## config.mk

```make
export PLATFORM = sky130hd
export DESIGN_NAME = mel_accum_ctrl
export DESIGN_NICKNAME = d
export VERILOG_FILES = /design/src/rtl/mel_pkg.sv /design/src/rtl/mel_accum_ctrl_mac.sv /design/src/rtl/mel_accum_ctrl.sv
export SDC_FILE = /design/constraint.sdc
export NUM_CORES = 1
export LEC_CHECK = 0
export BUFFER_PORTS_ARGS = -buffer_cell sky130_fd_sc_hd__buf_4
export CAP_MARGIN = 20
export CORE_ASPECT_RATIO = 1.25
export CORE_MARGIN = 1
export CORE_UTILIZATION = 53
export DETAILED_ROUTE_END_ITERATION = 12
export PLACE_DENSITY = 0.71
export SLEW_MARGIN = 30
export SYNTH_ARGS = -nofsm -noshare
export SYNTH_HDL_FRONTEND = slang
export SYNTH_SLANG_ARGS = --single-unit
```

## constraint.sdc

```tcl
create_clock -name i_clk -period 4.35 [get_ports i_clk]
set_input_delay 0.2175 -clock i_clk [delete_from_list [all_inputs] [get_ports i_clk]]
set_output_delay 0.2175 -clock i_clk [all_outputs]
set_load 0.005 [all_outputs]
```

## src/rtl/mel_pkg.sv

```systemverilog
// mel_pkg: shared constants for the mel filter-bank stage.
//   MEL_NUM_BANDS   number of triangular mel bands
//   MEL_LO / MEL_HI first and last FFT bin of each band (monotonic, overlapping)
//   MEL_WGT_LEN     total number of filter weights stored in the weight ROM
//   mel_state_e     accumulator controller FSM states
package mel_pkg;

  localparam int MEL_NUM_BANDS = 20;

  // Band edges follow triangle points 1,2,3,...,44,52,63: band b spans
  // point b to point b+2, so neighbouring bands share bins.
  localparam logic [5:0] MEL_LO [0:MEL_NUM_BANDS-1] = '{
    6'd1,  6'd2,  6'd3,  6'd4,  6'd5,  6'd6,  6'd7,  6'd8,  6'd10, 6'd12,
    6'd14, 6'd16, 6'd19, 6'd22, 6'd25, 6'd28, 6'd32, 6'd36, 6'd40, 6'd44
  };
  localparam logic [5:0] MEL_HI [0:MEL_NUM_BANDS-1] = '{
    6'd3,  6'd4,  6'd5,  6'd6,  6'd7,  6'd8,  6'd10, 6'd12, 6'd14, 6'd16,
    6'd19, 6'd22, 6'd25, 6'd28, 6'd32, 6'd36, 6'd40, 6'd44, 6'd52, 6'd63
  };

  // Sum of band widths: one weight per (band, bin) pair.
  function automatic int mel_wgt_len();
    int s;
    s = 0;
    for (int b = 0; b < MEL_NUM_BANDS; b++) begin
      s = s + int'(MEL_HI[b]) - int'(MEL_LO[b]) + 1;
    end
    return s;
  endfunction

  localparam int MEL_WGT_LEN = mel_wgt_len();

  // Last DRAIN count: three drain cycles cover the data and product stages.
  localparam logic [1:0] MEL_DRAIN_LAST = 2'd2;

  typedef enum logic [2:0] {
    ST_IDLE  = 3'd0,
    ST_LOAD  = 3'd1,
    ST_READ  = 3'd2,
    ST_DRAIN = 3'd3,
    ST_OUT   = 3'd4,
    ST_DONE  = 3'd5
  } mel_state_e;

  // Band-edge lookups guarded against out-of-range band indices.
  function automatic logic [5:0] mel_lo(input logic [4:0] band);
    if (band < 5'(MEL_NUM_BANDS)) mel_lo = MEL_LO[band];
    else                          mel_lo = 6'd0;
  endfunction

  function automatic logic [5:0] mel_hi(input logic [4:0] band);
    if (band < 5'(MEL_NUM_BANDS)) mel_hi = MEL_HI[band];
    else                          mel_hi = 6'd0;
  endfunction

endpackage

```

## src/rtl/mel_accum_ctrl_mac.sv

```systemverilog
// mel_mac: registered multiply followed by an accumulator.
//   i_clk, i_rst   clock, asynchronous active-high reset
//   i_clear        zero the accumulator (start of a band)
//   i_en           i_data/i_wgt hold a valid pair this cycle
//   i_data, i_wgt  unsigned energy word and filter weight
//   o_acc          running sum of products, zero-extended to ACC_W
module mel_mac #(
  parameter int DATA_W = 16,
  parameter int WGT_W  = 12,
  parameter int ACC_W  = DATA_W + WGT_W + 6
) (
  input  logic              i_clk,
  input  logic              i_rst,
  input  logic              i_clear,
  input  logic              i_en,
  input  logic [DATA_W-1:0] i_data,
  input  logic [WGT_W-1:0]  i_wgt,
  output logic [ACC_W-1:0]  o_acc
);

  localparam int PROD_W = DATA_W + WGT_W;

  logic [PROD_W-1:0] w_prod;
  logic [PROD_W-1:0] r_prod;
  logic              r_prod_vld;
  logic [ACC_W-1:0]  r_acc;

  // Both operands widened to the full product width so nothing is truncated.
  assign w_prod = {{WGT_W{1'b0}}, i_data} * {{DATA_W{1'b0}}, i_wgt};

  // Product stage: capture data x weight one cycle after they arrive.
  always_ff @(posedge i_clk or posedge i_rst) begin
    if (i_rst) begin
      r_prod     <= '0;
      r_prod_vld <= 1'b0;
    end else begin
      r_prod_vld <= i_en;
      if (i_en) r_prod <= w_prod;
    end
  end

  // Accumulate stage: clear wins over a pending add.
  always_ff @(posedge i_clk or posedge i_rst) begin
    if (i_rst) begin
      r_acc <= '0;
    end else if (i_clear) begin
      r_acc <= '0;
    end else if (r_prod_vld) begin
      r_acc <= r_acc + {{(ACC_W-PROD_W){1'b0}}, r_prod};
    end
  end

  assign o_acc = r_acc;

endmodule

```

## src/rtl/mel_accum_ctrl.sv

```systemverilog
// mel_accum_ctrl: walks the mel bands over the FFT-energy bank and emits one
// accumulated energy per band.
//   i_clk, i_rst      clock, asynchronous active-high reset
//   i_addmel_en       start pulse, honoured only while idle
//   o_fft_rd_addr     energy bank address; i_fft_rd_data returns one cycle later
//   o_wgt_addr        weight ROM address;  i_wgt_data returns one cycle later
//   o_mel_data/o_mel_idx/o_mel_valid  band result, index and strobe
//   o_busy            frame in progress
//   o_done            one-cycle pulse after the last band's strobe
module mel_accum_ctrl import mel_pkg::*; #(
  parameter  int DATA_W    = 16,
  parameter  int WGT_W     = 12,
  parameter  int NUM_BANDS = MEL_NUM_BANDS,
  localparam int ACC_W     = DATA_W + WGT_W + 6
) (
  input  logic              i_clk,
  input  logic              i_rst,
  input  logic              i_addmel_en,
  output logic [5:0]        o_fft_rd_addr,
  input  logic [DATA_W-1:0] i_fft_rd_data,
  output logic [8:0]        o_wgt_addr,
  input  logic [WGT_W-1:0]  i_wgt_data,
  output logic [ACC_W-1:0]  o_mel_data,
  output logic [4:0]        o_mel_idx,
  output logic              o_mel_valid,
  output logic              o_busy,
  output logic              o_done
);

  mel_state_e       r_state;
  mel_state_e       w_state_next;
  logic [4:0]       r_band;
  logic [5:0]       r_bin;
  logic [8:0]       r_wgt_cnt;
  logic [1:0]       r_drain_cnt;
  logic             r_rd_vld;
  logic [ACC_W-1:0] r_mel_data;
  logic [4:0]       r_mel_idx;
  logic             r_mel_valid;
  logic             r_busy;
  logic             r_done;

  logic             w_last_bin;
  logic             w_last_band;
  logic             w_wgt_at_end;
  logic             w_mac_clear;
  logic [ACC_W-1:0] w_acc;

  assign w_last_bin   = (r_bin == mel_hi(r_band));
  assign w_last_band  = (r_band == 5'(NUM_BANDS - 1));
  assign w_wgt_at_end = (r_wgt_cnt == 9'(MEL_WGT_LEN - 1));
  assign w_mac_clear  = (r_state == ST_LOAD);

  // State register.
  always_ff @(posedge i_clk or posedge i_rst) begin
    if (i_rst) r_state <= ST_IDLE;
    else       r_state <= w_state_next;
  end

  // Next-state logic.
  always_comb begin
    w_state_next = r_state;
    case (r_state)
      ST_IDLE: begin
        if (i_addmel_en) w_state_next = ST_LOAD;
        else             w_state_next = ST_IDLE;
      end
      ST_LOAD: w_state_next = ST_READ;
      ST_READ: begin
        if (w_last_bin) w_state_next = ST_DRAIN;
        else            w_state_next = ST_READ;
      end
      ST_DRAIN: begin
        if (r_drain_cnt == MEL_DRAIN_LAST) w_state_next = ST_OUT;
        else                               w_state_next = ST_DRAIN;
      end
      ST_OUT: begin
        if (w_last_band) w_state_next = ST_DONE;
        else             w_state_next = ST_LOAD;
      end
      ST_DONE: w_state_next = ST_IDLE;
      default: w_state_next = ST_IDLE;
    endcase
  end

  // Band, bin, weight and drain counters. The weight counter doubles as the
  // ROM address: it steps between reads of a band and again on entering the
  // next band's LOAD, so o_wgt_addr always shows the last address issued.
  always_ff @(posedge i_clk or posedge i_rst) begin
    if (i_rst) begin
      r_band      <= 5'd0;
      r_bin       <= 6'd0;
      r_wgt_cnt   <= 9'd0;
      r_drain_cnt <= 2'd0;
    end else begin
      case (r_state)
        ST_IDLE: begin
          if (i_addmel_en) begin
            r_band    <= 5'd0;
            r_wgt_cnt <= 9'd0;
          end
        end
        ST_LOAD: begin
          r_bin       <= mel_lo(r_band);
          r_drain_cnt <= 2'd0;
          if ((r_band != 5'd0) && !w_wgt_at_end) r_wgt_cnt <= r_wgt_cnt + 9'd1;
        end
        ST_READ: begin
          if (!w_last_bin) begin
            r_bin <= r_bin + 6'd1;
            if (!w_wgt_at_end) r_wgt_cnt <= r_wgt_cnt + 9'd1;
          end
        end
        ST_DRAIN: r_drain_cnt <= r_drain_cnt + 2'd1;
        ST_OUT: begin
          if (!w_last_band) r_band <= r_band + 5'd1;
        end
        default: begin
          r_band <= r_band;
        end
      endcase
    end
  end

  // Output registers; r_rd_vld marks the cycle the memories return data.
  always_ff @(posedge i_clk or posedge i_rst) begin
    if (i_rst) begin
      r_rd_vld    <= 1'b0;
      r_mel_data  <= '0;
      r_mel_idx   <= 5'd0;
      r_mel_valid <= 1'b0;
      r_busy      <= 1'b0;
      r_done      <= 1'b0;
    end else begin
      r_rd_vld    <= (r_state == ST_READ);
      r_mel_valid <= (r_state == ST_OUT);
      r_done      <= (r_state == ST_DONE);
      // Busy covers the last strobe and drops together with the done pulse.
      r_busy      <= (w_state_next != ST_IDLE);
      if (r_state == ST_OUT) begin
        r_mel_data <= w_acc;
        r_mel_idx  <= r_band;
      end
    end
  end

  mel_mac #(
    .DATA_W (DATA_W),
    .WGT_W  (WGT_W),
    .ACC_W  (ACC_W)
  ) u_mac (
    .i_clk   (i_clk),
    .i_rst   (i_rst),
    .i_clear (w_mac_clear),
    .i_en    (r_rd_vld),
    .i_data  (i_fft_rd_data),
    .i_wgt   (i_wgt_data),
    .o_acc   (w_acc)
  );

  assign o_fft_rd_addr = r_bin;
  assign o_wgt_addr    = r_wgt_cnt;
  assign o_mel_data    = r_mel_data;
  assign o_mel_idx     = r_mel_idx;
  assign o_mel_valid   = r_mel_valid;
  assign o_busy        = r_busy;
  assign o_done        = r_done;

endmodule

```

==> flow_summary_export.csv, run 1 <==
group,metric,value,unit
timing,final.setup.tns,-1820,ps
clocking,cts.clk_slew.worst_paths,60,ps
route,ant_nets,0,
logic_synthesis,ys_types,79,
logic_synthesis,syn_nets,1767,
worst_setup_path,reg2reg_slack,1040,ps
floorplanning,die_area,25800,um2
floorplanning,core_area,24600,um2
floorplanning,num_rows,64,
pwr,p_per_area,881,nW/um2
logic_synthesis,ys_warn_count,0,
route,via_per_inst,5.35,
logic_synthesis,syn_area_per_cell,8.95,um2
global_route,grt_pass1_wl,52.3,mm
logic_synthesis,synth_seq_area_share,24.6,%
pwr,p_seq_share,15.3,%
worst_setup_path,reg2reg_to,"o_wgt_addr[1]$_DFFE_PP0P_",
cells_and_area,final_layout_size_suffix_gt1_share,22.0,%
clocking,cts_buffers,17,
pwr,p_sw_share,44.2,%
job,cap_violations,0,
route,vias,10700,
worst_setup_path,cp-end-kind,"flop",
worst_setup_path,worstPathArrival,4910,ps
clocking,cts.path.max_buffers,2,
global_route,grt_pass1_vias,11300,
place,post-place-cells,1966,
worst_setup_path,path_delay_family,"adder cells",
worst_setup_path,rr_worst_depth,10,
timing,tightest_slew,847,ps
logic_synthesis,ys_seq_elements,131,
timing,period_needed,4610,ps
timing,finalSetupViolations,13,
floorplanning,dieWidth,144,um
cells_and_area,num_antenna_cells,0,
timing,fmax,217,MHz
timing,setup_ws,-260,ps
worst_setup_path,critPathMaxFanout,5,
pwr,p_leak,8.13,nW
worst_setup_path,cpPeakStageDelay,560,ps
clocking,clock_sinks,131,
floorplanning,initial_core_util,54.3,%
logic_synthesis,synth.cells.most_frequent,"285 x nand2_1, 195 x inv_1, 141 x fa_1, 131 x dfrtp_1, 103 x ha_1",
global_route,grt_antenna_before_repair,0,
worst_hold_path,min_from,"i_addmel_en",
clocking,cts_root_buffer,"clkbuf_16",
logic_synthesis,synth_ff_type,"dfrtp_1",
pwr,p_switching,0.00633,W
place,pre_cts_slack,-748,ps
pwr,irDropWorstVdd,0.486,mV
global_route,globalRouteOverflowTotal,0,
logic_synthesis,post-synth-top-count-cell,"nand2_1",
logic_synthesis,synth_top_area_share,24.6,%
worst_hold_path,min_path_type,"primary input to flop",
route,drtPass1Iterations,6,
place,dp_hpwl,24.1,mm
place,place.gp.congestion,0.902,
route,route.detailed.drc,0,
pwr,power.share.clock,9.5,%
global_route,grt_usage,25.2,%
timing,hold_ws,186,ps
cells_and_area,fillers,2001,
floorplanning,pin_count,88,
pwr,p_int,0.00798,W
worst_setup_path,worstPathRequired,4650,ps
pwr,power_frac_comb,75.2,%
worst_setup_path,startpoint,"i_fft_rd_data[5]",
worst_setup_path,reg2reg_from,"r_band[0]$_DFFE_PP0P_",
place,port_buffers,87,
timing,fin_crit_sh,106,%
logic_synthesis,async_reset_ff_share,100,%
run_status,violations,"setup timing",
floorplanning,die_y,179,um
timing,slew_violations,0,
worst_setup_path,crit_type,"primary input to flop",
worst_setup_path,crit_path_start_kind,"primary input",
logic_synthesis,synth_top_area_cell,"dfrtp_1",
cells_and_area,nets,1937,
logic_synthesis,yosys-top-cells-area,"dfrtp_1 25%, fa_1 21%, ha_1 9.7%, nand2_1 8.0%, inv_1 5.5%",
worst_hold_path,min_path_cells,3,
route,drt_iter0_drc,381,
clocking,cts_htree_levels,4,
logic_synthesis,syn_inst,1492,
cells_and_area,fin_cells,2005,
run_status,status,"finished with violations",
clocking,cts_tree,"yes",
timing,rsz0062_at_grt,"yes",
worst_setup_path,crit_buf_inv,5,
route,routedWlPerCell,15.2,um
timing,fin_skew,5.81,ps
logic_synthesis,synthesis.area,13300,um2
clocking,clk_latency,420,ps
logic_synthesis,synth_edf_count,0,
global_route,grt_max_degree,58,
timing,finalHoldViolCount,0,
cells_and_area,syn_to_final_growth,21.6,%
route,postRouteWirelength,30.4,mm
worst_setup_path,path_cells,"buf_8 -> and2_4 -> fa_1 -> inv_2 -> fa_1 -> inv_1 -> fa_1 -> fa_1 -> inv_1 -> fa_1 -> inv_2 -> ha_4 -> a21oi_4 -> nand3b_1 -> o21a_1 -> o311ai_4 -> o211ai_1 -> a31oi_1 -> xnor2_1 -> mux2_4",
worst_setup_path,worst_path_most_repeated_cell,"fa_1",
timing,slew_headroom,42.8,%
worst_setup_path,crit_slowest_cell,"fa_1",
worst_hold_path,min_to,"r_state[0]$_DFF_PP0_",
placed cells by master, fill, tap and decap left out, drive strengths merged, types with 6 or more instances in the layout:
cell type,netlist,final
a211oi,14,14
a21o,14,14
a21oi,52,52
a31oi,12,12
and2,74,74
and3,12,12
buf,11,211
clkbuf,50,18
clkinv,2,6
dfrtp,131,131
fa,141,141
ha,103,103
inv,195,200
mux2,18,18
mux2i,28,28
nand2,285,285
nand2b,24,24
nand3,16,16
nand4,8,8
nor2,63,63
nor3,13,13
o211ai,13,13
o21a,17,17
o21ai,59,59
o21bai,7,7
o31ai,7,7
xnor2,32,32
xor2,8,8
metal layers:
metal / share of wire, % / vias up / global-route usage (%)
li1: - / 5214 / -
met1: 42 / 5244 / 29.4
met2: 53 / 206 / 46.4
met3: 2.8 / 60 / 3.17
met4: 2.4 / 0 / 8.98
met5: 0 / - / 0
worst max-delay path by stage:
stage	end	slack [ps]	cells past startpoint
after floorplan	u_mac.r_prod[27]$_DFFE_PP0P_	-400	19
after global placement	u_mac.r_prod[26]$_DFFE_PP0P_	-700	20
after detailed placement	u_mac.r_prod[27]$_DFFE_PP0P_	-750	19
after CTS	u_mac.r_prod[26]$_DFFE_PP0P_	-240	20
after global routing	u_mac.r_prod[26]$_DFFE_PP0P_	-430	20
final	u_mac.r_prod[26]$_DFFE_PP0P_	-260	20
power by group through the flow:
stage,Clock [W],Sequential (W),Combinational [W]
2_1_floorplan,0,0.00205,0.00731
3_3_place_gp,0,0.00219,0.00970
3_5_place_dp,0,0.00220,0.00992
4_1_cts,0.00138,0.00219,0.0106
5_1_grt,0.00144,0.00226,0.0121
6_report,0.00136,0.00219,0.0108
worst min-delay path, delay by kind of cell:
kind	cells	cell delay [ps]
AO/OA/AOI/OAI	2	260
buffers and inverters	1	90
stage by stage:
stage	power (W)	utilization, %	cell area (um2)
2_1_floorplan	0.00936	-	13900
3_3_place_gp	0.0119	62.4	15300
3_5_place_dp	0.0121	62.4	15300
4_1_cts	0.0142	65.9	16200
5_1_grt	0.0157	66.0	16200
6_report	0.0143	66.0	16200
logic make-up after synthesis:
group | count (synthesis) | share of synthesized area [%]
AOI/OAI and AO/OA | 241 | 12.4
xor gates and xnor gates | 40 | 2.62
adders and majority gates | 244 | 30.8
buffers and inverters | 258 | 7.39
DFF | 131 | 24.6
muxes | 46 | 3.65
and+or+nand+nor | 532 | 18.6
state kept, by name, summed over array words and instances, names as in the netlist, 2 cells and up:
signal and cells:
r_state 3, o_mel_idx 5, o_fft_rd_addr 6, r_drain_cnt 2, u_mac.o_acc 34, u_mac.r_prod 28, o_wgt_addr 9, r_band 5
o_mel_data 34
cell type report:
class	count	area [um2]	share of cell area [%]
timing repair buffer	212	1690	10.4
tap	330	413	2.54
clock inverter	14	128	0.786
sequential	131	3280	20.2
inverter	197	742	4.57
clock buffer	18	439	2.71
multi-input combinational	1103	9550	58.8
timing repair:
item                                    in CTS  in global routing
endpoints found under the setup margin      12                 16
hold endpoints to repair                    55                  0
gates resized for setup                     52                 11
hold buffers                                 1                  0
buffers inserted                             6                  1
gates cloned                                 0                  0
pin swaps                                   47                 15
(Power assumes the default switching activity.)
==> run 2: changes to the inputs <==
- CELL_PAD_IN_SITES_DETAIL_PLACEMENT: default -> 1
- CELL_PAD_IN_SITES_GLOBAL_PLACEMENT: default -> 2
- CORE_ASPECT_RATIO: 1.25 -> 1.2
- CORE_UTILIZATION: 53 -> 30
- PLACE_DENSITY: 0.71 -> default
- PLACE_DENSITY_LB_ADDON: default -> 0.1
==> flow_summary_export.csv, run 2 (synthesis results as in run 1) <==
group,metric,value,unit
run_status,status,"finished with violations",
run_status,violations,"setup timing",
clocking,cts_tree,"yes",
clocking,cts_buffers,17,
global_route,grt_usage,17.2,%
floorplanning,initial_core_util,30.5,%
route,drt_iter0_drc,282,
worst_hold_path,min_from,"i_addmel_en",
worst_hold_path,min_path_cells,3,
timing,period_needed,4660,ps
worst_setup_path,reg2reg_slack,1000,ps
floorplanning,die_area,45300,um2
route,drtPass1Iterations,4,
cells_and_area,layout_common_cells,"268 x nand2_1, 182 x inv_1, 181 x buf_4",
worst_setup_path,rr_worst_depth,10,
worst_setup_path,crit_path_start_kind,"primary input",
timing,finalHoldViolCount,0,
worst_setup_path,path_cells,"buf_12 -> and2_4 -> fa_1 -> inv_2 -> fa_1 -> inv_1 -> fa_1 -> fa_1 -> inv_1 -> fa_1 -> inv_2 -> ha_4 -> buf_12 -> nand2_8 -> nor4_4 -> nor3_4 -> buf_4 -> buf_6 -> o21a_1 -> o21bai_1 -> a21oi_2 -> xnor2_1 -> mux2_4",
route,route.detailed.drc,0,
route,via_per_inst,4.78,
worst_setup_path,worst_path_most_repeated_cell,"fa_1",
cells_and_area,fillers,5089,
worst_setup_path,worstPathArrival,4980,ps
floorplanning,num_rows,84,
route,postRouteWirelength,37.0,mm
clocking,cts.clk_slew.worst_paths,60,ps
cells_and_area,layout_commonest_cell,"nand2_1",
worst_setup_path,reg2reg_to,"o_wgt_addr[1]$_DFFE_PP0P_",
worst_setup_path,crit_slowest_cell,"fa_1",
place,post-place-cells,2192,
global_route,grt_max_degree,97,
clocking,cts_htree_levels,4,
floorplanning,die_y,233,um
worst_setup_path,critPathMaxFanout,8,
floorplanning,dieWidth,195,um
timing,fin_crit_sh,107,%
route,routedWlPerCell,16.5,um
pwr,p_leak,8.24,nW
clocking,cts.path.max_buffers,2,
global_route,globalRouteOverflowTotal,0,
worst_setup_path,startpoint,"i_wgt_data[7]",
timing,slew_headroom,48.2,%
floorplanning,core_area,43800,um2
global_route,grt_antenna_before_repair,0,
clocking,clock_sinks,131,
timing,fmax,215,MHz
clocking,cts_root_buffer,"clkbuf_16",
timing,slew_violations,0,
pwr,p_per_area,904,nW/um2
place,place.gp.congestion,0.826,
cells_and_area,final_layout_size_suffix_gt1_share,22.7,%
cells_and_area,fin_util,38.2,%
timing,setup_ws,-311,ps
worst_hold_path,min_to,"r_state[0]$_DFF_PP0_",
worst_setup_path,cpPeakStageDelay,560,ps
route,ant_nets,0,
pwr,irDropWorstVdd,0.484,mV
worst_setup_path,worstPathRequired,4670,ps
timing,finalSetupViolations,14,
place,dp_hpwl,30.1,mm
clocking,clk_latency,440,ps
timing,fin_skew,9.98,ps
cells_and_area,syn_to_final_growth,25.5,%
floorplanning,pin_count,88,
worst_setup_path,reg2reg_from,"r_band[0]$_DFFE_PP0P_",
global_route,grt_pass1_vias,11700,
worst_setup_path,crit_type,"primary input to flop",
worst_setup_path,path_delay_family,"adder cells",
worst_setup_path,crit_buf_inv,8,
timing,rsz0062_at_grt,"yes",
cells_and_area,num_antenna_cells,0,
cells_and_area,nets,1943,
worst_setup_path,cp-end-kind,"flop",
job,cap_violations,0,
global_route,grt_pass1_wl,62.0,mm
timing,tightest_slew,778,ps
route,vias,10700,
worst_hold_path,min_path_type,"primary input to flop",
place,port_buffers,87,
cells_and_area,fin_cells,2239,
[run 2: cell types whose count changed in the layout (fill, tap and decap cells not counted), sizes merged]
cell | before | now
clkinvlp | 4 | 2
clkinv | 6 | 7
buf | 211 | 217
clkbuf | 18 | 21
bufinv | 1 | 3
inv | 200 | 195
[run 2: cell type report]
type	count	area, um2	share of cell area [%]
clock buffer	21	450	2.69
clock inverter	10	134	0.799
tap	559	699	4.18
timing repair buffer	218	1860	11.1
inverter	197	747	4.46
multi-input combinational	1103	9570	57.2
sequential	131	3280	19.6
[run 2: metrics by stage]
step | worst slack, ps | instance area, um2 | power (W) | hold slack (ps) | setup TNS (ps)
after floorplan | -398 | 13900 | 0.00936 | 352 | -3100
after global routing | -485 | 16700 | 0.0167 | 156 | -5170
after detailed placement | -861 | 15600 | 0.0126 | 469 | -12130
after CTS | -330 | 16500 | 0.0149 | 4.52 | -2510
final | -311 | 16700 | 0.0151 | 173 | -2810
after global placement | -800 | 15600 | 0.0124 | 465 | -11220
[run 2: power by group]
part	total (W)	leakage (nW)	internal (W)	switching, W
registers	0.00222	1.66	0.00175	0.000468
logic	0.0115	6.30	0.00580	0.00566
clock network	0.00145	0.283	0.000908	0.000546
[run 2: timing repair]
action,CTS,global route
hold buffers,0,1
gates resized for setup,48,55
endpoints found under the hold margin,0,95
pin swaps,45,46
setup endpoints to repair,14,15
buffers inserted,9,9
[run 2: worst max-delay path by stage]
stage	end	slack (ps)	cells past startpoint
floorplan	u_mac.r_prod[27]$_DFFE_PP0P_	-400	19
global placement	u_mac.r_prod[27]$_DFFE_PP0P_	-800	18
detailed placement	u_mac.r_prod[27]$_DFFE_PP0P_	-860	19
CTS	u_mac.r_prod[24]$_DFFE_PP0P_	-330	20
global route	u_mac.r_prod[27]$_DFFE_PP0P_	-480	21
finish	u_mac.r_prod[15]$_DFFE_PP0P_	-310	23
[run 2: routing by layer]
metal / up-vias / global-route usage (%) / wire (um)
met5: - / 0 / 0
met4: 0 / 4.09 / 447
met3: 25 / 1.93 / 571
met2: 97 / 31.7 / 19200
met1: 5358 / 21.2 / 16800
li1: 5219 / - / -
[run 2: worst reg2reg max path, cell delays in order (launching register included)]
cell and delay (ps):
dfrtp_1 500, inv_1 210, ha_1 410, mux2_4 300, o22a_1 250, o21a_1 190
nor4_1 340, o211ai_2 300, nand3_2 300, nand2_1 90, mux2_1 330
==> run 3: changes to the inputs <==
--- a/config.mk
+++ b/config.mk
@@ -15,4 +15,5 @@
 export DETAILED_ROUTE_END_ITERATION = 12
 export PLACE_DENSITY_LB_ADDON = 0.1
+export REMOVE_ABC_BUFFERS = 1
 export SLEW_MARGIN = 30
 export SYNTH_ARGS = -nofsm -noshare
==> constraint.sdc (replaced) <==
create_clock -name i_clk -period 4.35 [get_ports i_clk]
set_input_delay 0.2175 -clock i_clk [delete_from_list [all_inputs] [get_ports i_clk]]
set_output_delay 0.2175 -clock i_clk [all_outputs]
set_load 0.02 [all_outputs]
==> flow_summary_export.csv, run 3 (synthesis results as in run 1) <==
group,metric,value,unit
run_status,status,"finished with violations",
run_status,violations,"setup timing",
floorplanning,initial_core_util,30.5,%
place,dp_hpwl,30.2,mm
global_route,grt_usage,17.4,%
cells_and_area,fin_util,38.8,%
cells_and_area,layout_commonest_cell,"nand2_1",
global_route,grt_antenna_before_repair,0,
worst_setup_path,path_delay_family,"adder cells",
worst_setup_path,cpPeakStageDelay,540,ps
worst_setup_path,critPathMaxFanout,4,
floorplanning,num_rows,84,
worst_setup_path,crit_buf_inv,6,
floorplanning,core_area,43800,um2
floorplanning,die_area,45300,um2
route,vias,10700,
timing,finalSetupViolations,14,
clocking,cts_buffers,17,
timing,rsz0062_at_grt,"yes",
floorplanning,pin_count,88,
route,route.detailed.drc,0,
worst_setup_path,worstPathRequired,4670,ps
timing,final.setup.tns,-2630,ps
route,routedWlPerCell,16.6,um
worst_setup_path,crit_path_start_kind,"primary input",
place,post-place-cells,2205,
timing,setup_ws,-317,ps
global_route,globalRouteOverflowTotal,0,
cells_and_area,nets,1962,
worst_setup_path,crit_type,"primary input to flop",
timing,slew_headroom,47.1,%
pwr,p_per_area,925,nW/um2
global_route,grt_pass1_wl,62.7,mm
timing,period_needed,4670,ps
cells_and_area,layout_common_cells,"265 x nand2_1, 196 x buf_4, 176 x inv_1",
worst_hold_path,min_path_type,"primary input to flop",
timing,tightest_slew,793,ps
clocking,cts_tree,"yes",
timing,fin_skew,8.13,ps
timing,slew_violations,0,
worst_setup_path,crit_slowest_cell,"fa_1",
pwr,finalPower,0.0158,W
cells_and_area,syn_to_final_growth,27.6,%
cells_and_area,final_layout_size_suffix_gt1_share,25.1,%
pwr,p_leak,8.34,nW
clocking,cts.clk_slew.worst_paths,60,ps
worst_setup_path,path_cells,"buf_8 -> and2_4 -> fa_1 -> inv_1 -> fa_1 -> inv_2 -> fa_1 -> fa_1 -> inv_1 -> fa_1 -> inv_2 -> ha_4 -> a21oi_4 -> nand3b_1 -> o21a_4 -> o311ai_4 -> buf_6 -> o211ai_1 -> a31oi_1 -> xnor2_1 -> mux2_4",
timing,finalHoldViolCount,0,
global_route,grt_pass1_vias,11800,
route,ant_nets,0,
timing,fmax,214,MHz
clocking,cts_htree_levels,4,
floorplanning,dieWidth,195,um
timing,fin_crit_sh,107,%
worst_setup_path,worst_path_most_repeated_cell,"fa_1",
clocking,cts_root_buffer,"clkbuf_16",
global_route,grt_max_degree,63,
cells_and_area,num_antenna_cells,0,
route,drtPass1Iterations,4,
route,via_per_inst,4.75,
place,dpl-instance-area,15400,um2
clocking,clk_latency,430,ps
worst_setup_path,worstPathArrival,4990,ps
clocking,clock_sinks,131,
cells_and_area,fin_cells,2258,
clocking,cts.path.max_buffers,2,
route,drt_iter0_drc,270,
worst_setup_path,cp-end-kind,"flop",
job,cap_violations,0,
route,postRouteWirelength,37.4,mm
place,port_buffers,87,
place,place.gp.congestion,0.844,
pwr,irDropWorstVdd,0.401,mV
cells_and_area,fin_area,17000,um2
floorplanning,die_y,233,um
[run 3: cell count changes in the layout (fill, tap and decap cells not counted), sizes merged]
cell    change
bufinv      +1
clkbuf      -1
buf        +19
[run 3: layout make-up]
cell class / instances / area, um2
Fill cell: 5042 / 26800
Clock inverter: 11 / 160
Inverter: 197 / 744
Tap cell: 559 / 699
Timing Repair Buffer: 237 / 2000
Multi-Input combinational cell: 1103 / 9700
Clock buffer: 20 / 447
Sequential cell: 131 / 3280
[run 3: final timing paths]
check | depth (start not counted) | start | slack [ps] | endpoint
setup / recovery | 21 | i_wgt_data[7] | -320 | u_mac.r_prod[26]$_DFFE_PP0P_
hold / removal | 3 | i_addmel_en | 200 | r_state[0]$_DFF_PP0_
setup reg to reg | 10 | r_band[0]$_DFFE_PP0P_ | 1010 | o_wgt_addr[1]$_DFFE_PP0P_
hold reg to reg | 2 | o_mel_data[7]$_DFFE_PP0P_ | 480 | o_mel_data[7]$_DFFE_PP0P_
max in group asynchronous | 4 | i_rst | 2950 | u_mac.r_prod[27]$_DFFE_PP0P_
min in group asynchronous | 3 | i_rst | 430 | o_mel_data[3]$_DFFE_PP0P_
[run 3: what timing repair did]
item / CTS / global route
buffers inserted: 17 / 8
gates cloned: 0 / 0
pin swaps: 99 / 46
setup endpoints to repair: 15 / 16
resized for setup: 142 / 58
hold buffers: 1 / 0
endpoints found under the hold margin: 60 / 0
[run 3: worst min-delay path, stage by stage]
cell    delay, ps
buf_4         100
o21a_1        140
a31o_1        130
[run 3: report_power, final]
part           switching (W)  internal, W
Sequential          0.000471      0.00175
Combinational        0.00596      0.00607
Clock               0.000542     0.000964
Total                0.00697      0.00878
[run 3: layer usage]
layer / track usage (%) / vias to the layer above / wire [um]
li1: - / 5264 / -
met3: 1.80 / 33 / 651
met2: 31.5 / 116 / 18800
met4: 4.84 / 0 / 630
met5: 0 / - / 0
met1: 21.8 / 5321 / 17300
[run 3: through the flow]
stage,hold slack [ps],setup WS [ps]
after floorplan,364,-724
final,198,-317
after detailed placement,344,-1170
after global routing,190,-483
after CTS,169,-277
after global placement,337,-1100
